==> src/rtl/l2norm_frame_ctrl.sv <==
// l2norm_frame_ctrl: frame sequencer feeding a sum-of-squares accumulator and holding its result
module l2norm_frame_ctrl #(
  parameter int VEC_LEN = 8,
  parameter int ACC_LAT = 2
) (
  input  logic        clk,
  input  logic        reset,
  input  logic        start,
  input  logic        in_valid,
  input  logic [7:0]  in_data,
  output logic        in_ready,
  output logic        sq_clear,
  output logic        sq_valid,
  output logic [7:0]  sq_data,
  input  logic [19:0] sq_sum,
  output logic        res_valid,
  output logic [19:0] res_data,
  input  logic        res_ready,
  output logic        busy,
  output logic [4:0]  sample_cnt
);
  typedef enum logic [2:0] {IDLE, CLEAR, ACCUM, DRAIN, DONE} state_t;
  state_t state, state_nx;
  logic [2:0] wait_cnt;
  logic xfer, last, drained;
  assign xfer    = in_valid && in_ready;
  assign last    = xfer && sample_cnt == 5'(VEC_LEN - 1);
  assign drained = state == DRAIN && wait_cnt == 3'(ACC_LAT);
  // next-state: the wait counter lets the accumulator absorb the last sample before capture
  always_comb begin
    state_nx = state;
    case (state)
      IDLE:    state_nx = start ? CLEAR : IDLE;
      CLEAR:   state_nx = ACCUM;
      ACCUM:   state_nx = last ? DRAIN : ACCUM;
      DRAIN:   state_nx = drained ? DONE : DRAIN;
      DONE:    state_nx = res_ready ? IDLE : DONE;
      default: state_nx = IDLE;
    endcase
  end
  // state register
  always_ff @(posedge clk) begin
    if (reset) state <= IDLE;
    else state <= state_nx;
  end
  // registered outputs decoded from the next state so they line up with the state itself
  always_ff @(posedge clk) begin
    if (reset) begin
      in_ready   <= 1'b0;
      sq_clear   <= 1'b0;
      sq_valid   <= 1'b0;
      sq_data    <= '0;
      res_valid  <= 1'b0;
      res_data   <= '0;
      busy       <= 1'b0;
      sample_cnt <= '0;
      wait_cnt   <= '0;
    end else begin
      in_ready   <= state_nx == ACCUM;
      sq_clear   <= state_nx == CLEAR;
      res_valid  <= state_nx == DONE;
      busy       <= state_nx != IDLE;
      sq_valid   <= xfer;
      sq_data    <= xfer ? in_data : sq_data;
      sample_cnt <= state == CLEAR ? 5'd0 : xfer ? sample_cnt + 5'd1 : sample_cnt;
      wait_cnt   <= state == DRAIN ? wait_cnt + 3'd1 : 3'd0;
      res_data   <= drained ? sq_sum : res_data;
    end
  end
endmodule

==> config.mk <==
export PLATFORM = sky130hd
export DESIGN_NAME = l2norm_frame_ctrl
export DESIGN_NICKNAME = d
export VERILOG_FILES = /design/src/rtl/l2norm_frame_ctrl.sv
export SDC_FILE = /design/constraint.sdc
export NUM_CORES = 1
export LEC_CHECK = 0
export CORE_MARGIN = 2
export CORE_UTILIZATION = 44
export DETAILED_ROUTE_END_ITERATION = 10
export HOLD_SLACK_MARGIN = 0.06
export PLACE_DENSITY_LB_ADDON = 0.12
export RECOVER_POWER = 25
export SLEW_MARGIN = 20
export SYNTH_ARGS = -nofsm -noshare
export SYNTH_HDL_FRONTEND = slang
export SYNTH_SLANG_ARGS = --single-unit
export TNS_END_PERCENT = 10
==> constraint.sdc <==
create_clock -name clk -period 3.2 [get_ports clk]
set_input_delay 0.64 -clock clk [delete_from_list [all_inputs] [get_ports clk]]
set_output_delay 0.64 -clock clk [all_outputs]
set_load 0.05 [all_outputs]
[Yosys cells after proc, flatten, opt, wreduce, memory -nomap -nowiden]
Cells that the tools add are included.
Operators by class
  $add $sub $neg: 2
  eq/ne operators: 9
  multiplexer cells: 5
  bitwise logic cells: 1
  reduce and logical (&&, ||, !) cells: 7
Operator list (number)
  $pmux 3 s5: 1
  $eq 3x2->1 const B: 4
  $eq 3x1->1 const B: 2
  $eq 3x3->1 const B: 2
  $mux 3: 2
  $add 5x1->5 const B: 1
  $eq 5x3->1 const B: 1
  $reduce_or 2->1: 2
  $add 3x1->3 const B: 1
  $logic_and 1x1->1: 3
  $logic_not 3->1: 1
  $reduce_bool 3->1: 1
  $mux 1: 2
  $not 1->1: 1
Word-level totals
  register bits after elaboration: 44
  bits of input ports: 33
  output and inout bits: 38
  word-level logic and storage cells: 34

[Depth between registers and ports, before layout]
  depth in word-level cells: 5
  depth in mapped cells: 7
  gate-level depth less buffers: 6

[Worst setup path before layout]
OpenSTA, ideal clock, no wires.
  path type: register to register
  from: register sample_cnt[0]
  to: register in_ready
  library setup time: 0.126 ns
  data arrival time: 1.465 ns
  data required time: 3.074 ns
  setup slack: 1.609 ns
  stages on the path, launching flop included: 5
  buffers on the path: 0
  clock period less this slack: 1.591 ns
  path through: dfxtp_1 ha_1 nand4_1 a31o_2 nor2b_1
Between the ends
  word-level cells in the longest chain between the ends: 5
Ends and longest elaborated chain
  start: declaration: RTL line 20  | output logic [4:0] sample_cnt
  start signal: assignment: RTL line 65  | sample_cnt <= state == CLEAR ? 5'd0 : xfer ? sample_cnt + 5'd1 : sample_cnt;
  $eq 5x3->1: RTL line 27  | assign last = xfer && sample_cnt == 5'(VEC_LEN - 1);
  $logic_and 1x1->1: RTL line 27
  $mux 1: RTL line 35  | ACCUM: state_nx = last ? DRAIN : ACCUM;
  $pmux 3 s5: RTL line 32  | case (state)
  $eq 3x2->1: RTL line 59  | in_ready <= state_nx == ACCUM;
  end signal: assignment: RTL line 49  | in_ready <= 1'b0;
  end signal: assignment: RTL line 59
  end: declaration: RTL line 11  | output logic in_ready,
No other way between the ends.
A chain may end at the register's enable or synchronous reset.

[Final worst setup path]
  from: input reset
  to: register wait_cnt[2]
Between the ends
  word-level cells in the longest chain between the ends: 1
Ends and longest elaborated chain
  start: declaration: RTL line 7  | input logic reset,
  $reduce_or 2->1 (no line)
  end signal: assignment: RTL line 66  | wait_cnt <= state == DRAIN ? wait_cnt + 3'd1 : 3'd0;
  end: declaration: RTL line 24  | logic [2:0] wait_cnt;
No other way between the ends.

==> impl_metrics.ini <==
[sta]
worst_hold_slack_ns = 0.454
rsz0062_at_grt = no
finalHoldViolCount = 0
setup_tns_ns = 0
finalSetupViolations = 0
period_share = 0.719
tightest_slew_ns = 0.807
slew_violations = 0
fmax_mhz = 434
period_needed_ns = 2.30
fin_skew_ns = 0.00174
slew_headroom = 0.460

[clocking]
root_buffer = clkbuf_8
hold_buffers = 0
cts_made_buffers = 5
cts_buffer_depth = 2
cts_tree = yes
cts_max_level = 2
post_cts_resized = 0
clk_latency_ns = 0.28
postCtsSetupBuffers = 0
clkTransAtPathRegs_ns = 0.08
numClockSinks = 44

[setup_path]
required_ns = 3.35
crit_path_start_kind = primary input
crit_family = buffers and inverters
critPathBufInv = 2
max_stage_delay_ns = 1.06
path_cells = dlygate4sd3_1, clkbuf_1, nor4_1
slowest_stage = dlygate4sd3_1
crit_fanout = 21
worstSetupPathType = primary input to flip-flop
arrival_ns = 2.45
end_kind = flip-flop

[drt]
antenna_left = 0
via_per_inst = 4.83
drt_pass1_iterations = 3
routed_wl_um = 3580
wl_per_cell_um = 11.8
drc = 0
vias = 1468
first_iter_violations = 88

[synth]
synthTopCellsByArea = dfxtp_1, nand2_1, a21oi_1, ha_1, buf_6
yosysSeqAreaShare = 0.546
synth_nets = 222
yosys.cell_count.top_type = nand2_1
syn_inst = 186
synth-edff-count = 0
synth_top_area_frac = 0.546
synthArstFlopShare = 0
synth.top_cells.by_count = nand2_1, dfxtp_1, a21oi_1
synthesis.yosys.warnings = 0
synth_ff_type = dfxtp_1
ys_ff_latch = 44
avgSynthCellArea_um2 = 8.68
yosys.area.top_type = dfxtp_1
netlist_area_mm2 = 0.00161
synth_cell_type_count = 29

[min_path]
holdCritPathClass = flip-flop to flip-flop

[placement]
dpl.hpwl_um = 2580
place_congestion = 0.753
port-buffer-count = 70

[global_routing]
grt_max_degree = 23
grt-ovfl-total = 0
grt_pass1_wl_um = 6130
antenna_found_initial = 0
first_global_vias = 1391
grt_use_total = 0.187

[finish]
drive_gt1_frac = 0.0586
final_nets = 291
n_fill_cell = 331
diodes = 0
regArea_um2 = 881
multi_input_area_um2 = 667
layout-area-overhead-vs-synth_pct = 49.9

[floorplan]
core_mm2 = 0.00361
rows = 22
die_w_um = 64.6
die_h_um = 64.6
start_util = 0.448
design.die.area_mm2 = 0.00417
boundaryPins = 71

[power]
powerDensity_mw_per_mm2 = 421
ir_drop_mv = 0.322
p_leak_nw = 0.838

[flow_run]
maxCapViolCount = 0

[run_status]
status = finished, final reports clean
[flip-flops by register name, summed over array words and instances, names as in the netlist]
register / flops
busy: 1
sq_valid: 1
res_valid: 1
sq_data: 8
in_ready: 1
sample_cnt: 5
res_data: 20
sq_clear: 1
wait_cnt: 3
state: 3
[worst min-delay path, cell delays in order (launching register included)]
cell     delay, ns
dfxtp_1       0.31
nand2_1       0.05
a21oi_1       0.05
[layer usage]
metal,share of wire,up-vias,track usage,wire (um)
li1,-,751,-,-
met5,0,-,0,0
met1,0.46,671,0.232,1630
met3,0.058,2,0.0590,209
met4,0.0022,0,0.0399,8
met2,0.48,44,0.320,1730
[cell families (layout without fill, tap and decap cells)]
family,after synthesis,count (layout),share of synthesized area
AND/OR/NAND/NOR,85,85,0.233
flip-flops,44,44,0.546
AO/OA/AOI/OAI,37,37,0.127
buffers and inverters,12,82,0.0442
XOR/XNOR,5,5,0.0271
adder cells (fa/ha/maj),3,3,0.0233
[placed cells by master (no fill, tap or decap)]
master / synthesis / routed
nor3b_1: 1 / 1
nand4_1: 3 / 3
a211oi_2: 1 / 1
nor2b_1: 1 / 1
a31oi_1: 1 / 1
xor2_1: 3 / 3
inv_1: 2 / 2
clkbuf_1: 2 / 1
nor4b_2: 1 / 1
buf_4: 0 / 1
o211a_1: 1 / 1
dlygate4sd3_1: 0 / 1
nand3b_1: 1 / 1
xnor2_1: 2 / 2
or2_2: 1 / 1
a21oi_1: 31 / 31
nand2b_1: 1 / 1
clkbuf_8: 0 / 6
ha_1: 3 / 3
nor3_2: 0 / 1
o21ai_0: 1 / 1
and2_1: 2 / 2
a31o_2: 1 / 1
clkdlybuf4s50_1: 0 / 69
nand2_1: 62 / 62
dfxtp_1: 44 / 44
clkinv_2: 0 / 2
nor3_1: 2 / 1
nor2_1: 6 / 6
a22oi_1: 1 / 1
or3_4: 1 / 1
nor4_1: 3 / 3
[worst paths after layout]
kind | startpoint | end | slack (ns) | cells after the start
worst max-delay path | reset | wait_cnt[2]$_SDFF_PP0_ | 0.90 | 3
worst min-delay path | res_data[6]$_SDFFE_PP0P_ | res_data[6]$_SDFFE_PP0P_ | 0.45 | 2
worst max register to register | in_ready$_SDFF_PP0_ | busy$_SDFF_PP0_ | 1.63 | 4
worst min register to register | res_data[6]$_SDFFE_PP0P_ | res_data[6]$_SDFFE_PP0P_ | 0.45 | 2
[power breakdown]
part | leakage, nW | switching [W] | internal, W
Combinational | 0.432 | 0.0000533 | 0.0000557
Sequential | 0.356 | 0.00000643 | 0.000556
Clock | 0.0510 | 0.000174 | 0.000172
Total | 0.838 | 0.000234 | 0.000784
[layout make-up]
type                    count  area share
clock buffers               6      0.0341
flip-flops and latches     44       0.364
repair buffers             72       0.294
well taps                  48      0.0248
inverters                   2     0.00310
clock inverters             2     0.00414
multi-input cells         130       0.276
[through the flow]
stage                     instance area (um2)   util  worst slack, ns  cells  power [W]
after floorplan                          1610      -             1.61    186   0.000625
after global placement                   2330  0.646            0.904    296   0.000685
after global routing                     2420  0.671            0.751    304    0.00107
after detailed placement                 2330  0.646            0.882    296   0.000685
final                                    2420  0.671            0.898    304    0.00102
after CTS                                2420  0.672             1.01    304    0.00103
Note: power is estimated with default switching activity, not from simulation.
